### src/rtl/crc16_pkg.sv
// crc16_pkg: shared state encoding and constants for the CRC-16/0x1021 stream block
package crc16_pkg;
  typedef enum logic [1:0] {IDLE, RUN, DONE} state_t;
  localparam logic [15:0] CRC16_POLY = 16'h1021;
  localparam logic [15:0] LEN_MAX = 16'hFFFF;
endpackage

### src/rtl/crc16_1021.sv
// crc16_1021: one-byte MSB-first CRC-16 remainder update, polynomial 0x1021
module crc16_1021
  import crc16_pkg::*;
(
  input  logic [15:0] remainder,
  input  logic [7:0]  crc_input,
  output logic [15:0] crc_output
);
  logic [15:0] c;
  // shift the byte in bit by bit, folding the polynomial whenever the feedback bit is set
  always_comb begin
    c = remainder;
    for (int i = 7; i >= 0; i--) c = {c[14:0], 1'b0} ^ ((c[15] ^ crc_input[i]) ? CRC16_POLY : 16'h0000);
    crc_output = c;
  end
endmodule

### src/rtl/crc16_stream.sv
// crc16_stream: framed byte-stream CRC-16 (0x1021, MSB-first, no final XOR); CRC16_STREAM_CHECK_EN adds out_ok residue flag
module crc16_stream
  import crc16_pkg::*;
#(
  parameter logic [15:0] INIT = 16'hFFFF
) (
  input  logic        clk,
  input  logic        rst,
  input  logic        in_valid,
  output logic        in_ready,
  input  logic [7:0]  in_data,
  input  logic        in_last,
  output logic        out_valid,
  input  logic        out_ready,
  output logic [15:0] out_crc,
  output logic [15:0] out_len,
  output logic        busy
`ifdef CRC16_STREAM_CHECK_EN
  ,
  output logic        out_ok
`endif
);
  state_t state;
  logic [15:0] rem, rem_next, cnt, cnt_next;
  logic acc, hs;
  assign in_ready = state != DONE;
  assign busy = state != IDLE;
  assign acc = in_valid && in_ready;
  assign hs = out_valid && out_ready;
  assign cnt_next = cnt == LEN_MAX ? cnt : cnt + 16'd1;
  crc16_1021 u_step (.remainder(rem), .crc_input(in_data), .crc_output(rem_next));
`ifdef CRC16_STREAM_CHECK_EN
  assign out_ok = out_valid && out_crc == 16'h0000;
`endif
  // frame FSM: accumulate accepted bytes, present result in DONE until handshake
  always_ff @(posedge clk) begin
    if (rst) begin
      state <= IDLE;
      rem <= INIT;
      cnt <= 16'h0000;
      out_valid <= 1'b0;
      out_crc <= 16'h0000;
      out_len <= 16'h0000;
    end else if (hs) begin
      state <= IDLE;
      out_valid <= 1'b0;
      rem <= INIT;
      cnt <= 16'h0000;
    end else if (acc) begin
      rem <= rem_next;
      cnt <= cnt_next;
      state <= in_last ? DONE : RUN;
      if (in_last) begin
        out_valid <= 1'b1;
        out_crc <= rem_next;
        out_len <= cnt_next;
      end
    end
  end
endmodule
### config.mk
export PLATFORM = sky130hd
export DESIGN_NAME = crc16_stream
export DESIGN_NICKNAME = d
export VERILOG_FILES = /design/src/rtl/crc16_pkg.sv /design/src/rtl/crc16_1021.sv /design/src/rtl/crc16_stream.sv
export SDC_FILE = /design/constraint.sdc
export NUM_CORES = 1
export LEC_CHECK = 0
export CAP_MARGIN = 20
export CELL_PAD_IN_SITES_DETAIL_PLACEMENT = 1
export CELL_PAD_IN_SITES_GLOBAL_PLACEMENT = 1
export CORE_UTILIZATION = 43
export DETAILED_ROUTE_END_ITERATION = 7
export GPL_ROUTABILITY_DRIVEN = 1
export PLACE_DENSITY = 0.82
export REMOVE_ABC_BUFFERS = 1
export SETUP_SLACK_MARGIN = 0.3
export SLEW_MARGIN = 25
export SYNTH_ARGS = -nofsm -noshare
export SYNTH_HDL_FRONTEND = slang
export SYNTH_SLANG_ARGS = --single-unit
export TNS_END_PERCENT = 5
### constraint.sdc
create_clock -name clk -period 3.1 [get_ports clk]
set_input_delay 0.465 -clock clk [delete_from_list [all_inputs] [get_ports clk]]
set_output_delay 0.465 -clock clk [all_outputs]
set_load 0.01 [all_outputs]
==> flow_metrics.tcl <==
set metrics [dict create \
    outcome "complete, no violations" \
    p_leak_uw 0.00127 \
    cts_resized 0 \
    grt_antenna_before_repair 0 \
    track_usage_pct 24.1 \
    tritoncts "yes" \
    place.gp.congestion 0.776 \
    ctsHtreeMaxLevel 3 \
    grt_overflow 0 \
    critical_path_buf_inv_count 1 \
    clk_pin_slew_ns 0.07 \
    drtIter0Drc 129 \
    worstPathMaxFanout 17 \
    end_kind "flip-flop" \
    nets 408 \
    ys.flop_type "dfxtp_1" \
    dp.cells 479 \
    grt_pass1_vias 2823 \
    max_cap_violations 0 \
    synth_top_cell_by_area "dfxtp_1" \
    fin_skew_ns 0.0109 \
    max_slew.worst_pin.slew_ns 0.803 \
    dieArea_um2 7580 \
    crit_type "flip-flop to flip-flop" \
    drc 0 \
    whs_path_depth 2 \
    hold_path.class "flip-flop to flip-flop" \
    hold_path_end "out_len[0]$_SDFFE_PP0P_" \
    rsz0062_at_grt "false" \
    finalCritPeriodShare_pct 68.6 \
    final_cell_mix "dfxtp_1 (67), clkdlybuf4s50_1 (47), nand2_1 (38), nor2_1 (35), xnor2_1 (33)" \
    synth.avg_cell_area_um2 8.73 \
    fin_crit_ns 2.13 \
    r2r_slack_ns 0.97 \
    reg2reg_from "cnt[0]$_SDFFE_PP0P_" \
    vias 2729 \
    clock_sinks 67 \
    fillerInstances 846 \
    synth.yosys.seq_area_share_pct 43.1 \
    grt_first_pass_wirelength_um 13800 \
    cp-start-kind "flip-flop" \
    cts-root-buf "clkbuf_8" \
    syn_area_um2 3110 \
    slowest_stage "dfxtp_1" \
    final_common_cell "dfxtp_1" \
    diodes 0 \
    crit_arrival_ns 2.36 \
    hold_path.startpoint "out_len[0]$_SDFFE_PP0P_" \
    power_density_nw_per_um2 616 \
    r2r-end "cnt[3]$_SDFFE_PP0P_" \
    synth_seq_cells 67 \
    hold_buffers 0 \
    synth_cell_types 49 \
    dr.pass1.iters 4 \
    routed_via_density 5.51 \
    rr_worst_depth 7 \
    start_util_pct 45.0 \
    io_pins 48 \
    portBuffers 47 \
    area_delta_synth_final_pct 23.8 \
    crit_chain "ha_1, and4_4, and4_1, buf_4, nor3_1, xnor2_1, nor2_1" \
    async_flop_share_pct 0 \
    grt_busiest_layer "met2" \
    post_cts.repair.setup_buffers 0 \
    synth_warnings 0 \
    relSlewSlack_pct 46.3 \
    drv_slew 0 \
    drive_above_1_share_pct 9.77 \
    die_w_um 87.0 \
    synthCells 356 \
    timing.final.hold_violations 0 \
    wl_per_cell_um 16.9 \
    synth_edf_count 0 \
    yosysTopAreaCellShare_pct 43.1 \
    vdd_drop_max_uv 310 \
    cts_buffer_depth 2 \
    use_met1_pct 29.7 \
    fp.coreArea_um2 6910 \
    finalSetupViolCount 0 \
    hpwl_um 5430 \
    tns_ns 0 \
    cts_buffers 9 \
    antenna_left 0 \
    fmax_ghz 0.470 \
    crit_family "simple AND/OR/NAND/NOR gates" \
    slowest_delay_ns 0.44 \
    insertion_delay_ns 0.35 \
    finalNonFillerCells 495 \
    critPathRequiredTime_ns 3.33 \
    use_met2_pct 41.6 \
    grt_max_degree 34 \
    synth.area.top_cells "dfxtp_1 (43%), xnor2_1 (9.3%), nand2_1 (4.6%), nor2_1 (4.2%), a21oi_1 (3.5%)" \
    die_h_um 87.0 \
    wirelength_um 8350 \
    crit_start "cnt[0]$_SDFFE_PP0P_" \
    grt_util_met3_pct 3.79 \
    rows 30 \
]
[final cells by class]
class,instances,area [µm²],area share [%]
Sequential cell,67,1340,34.8
Timing Repair Buffer,54,523,13.6
Tap cell,96,120,3.12
Clock buffer,11,131,3.41
Multi-Input combinational cell,257,1590,41.3
Inverter,5,18.8,0.487
Clock inverter,5,125,3.25
[flip-flops by register name (all words and copies together) (netlist names)]
signal	count
out_valid	1
state	2
rem	16
cnt	16
out_crc	16
out_len	16
[power by group]
| group | internal (µW) | total, µW | switching, µW |
|---|---|---|---|
| sequential | 931 | 982 | 51.7 |
| combinational | 194 | 429 | 234 |
| clock | 615 | 961 | 346 |
| total | 1740 | 2370 | 632 |
[worst reg2reg max path: cells and delay by family (launching register included)]
kind / cells / cell delay (ns)
XOR/XNOR: 1 / 0.25
flip-flops: 1 / 0.44
adder cells (fa/ha/maj): 1 / 0.34
AND/OR/NAND/NOR: 4 / 0.69
buffers and inverters: 1 / 0.29
[Yosys cell counts (4+ instances only)]
cell type  instances
clkbuf_1          14
xnor2_1           33
o211ai_1           4
nor3_1            13
buf_2              5
nand2_1           38
a21oi_1           22
nand3b_1           7
nor2_1            35
o21ai_0           17
dfxtp_1           67
nand3_1           13
inv_1              5
nand4_1            7
and4_1             4
a31oi_1            6
xor2_1             9
a211oi_1           9
[routing by layer]
layer,wire [µm],vias up
met3,261,15
met4,125,0
met1,3790,1343
met2,4170,57
li1,-,1314
met5,0,-
[worst max path at each step]
stage,end,cells after the start
finish,cnt[3]$_SDFFE_PP0P_,7
global placement,cnt[10]$_SDFFE_PP0P_,5
detailed placement,cnt[10]$_SDFFE_PP0P_,5
global route,cnt[3]$_SDFFE_PP0P_,7
floorplan,out_len[3]$_SDFFE_PP0P_,6
CTS,cnt[3]$_SDFFE_PP0P_,7
[kinds of logic (layout without fill, tap and decap cells)]
group | after synthesis | after routing | share of synthesized area, %
and+or+nand+nor | 143 | 143 | 24.3
buffers and inverters | 32 | 75 | 5.71
xor gates and xnor gates | 42 | 42 | 11.8
AOI/OAI and AO/OA | 68 | 68 | 13.6
muxes | 3 | 3 | 0.966
adders and majority gates | 1 | 1 | 0.402
DFF | 67 | 67 | 43.1
[metrics by stage]
stage | setup slack (ns) | utilization, % | instance area [µm²] | total power, µW | hold WS (ns)
floorplan | 0.978 | - | 2950 | 1250 | 0.445
global placement | 0.865 | 52.0 | 3590 | 1410 | 0.440
detailed placement | 0.742 | 52.0 | 3590 | 1430 | 0.450
CTS | 1.00 | 55.7 | 3850 | 2390 | 0.461
global route | 0.872 | 55.7 | 3850 | 2470 | 0.487
finish | 0.973 | 55.7 | 3850 | 2370 | 0.454
Note: power is estimated with default switching activity, not from simulation.
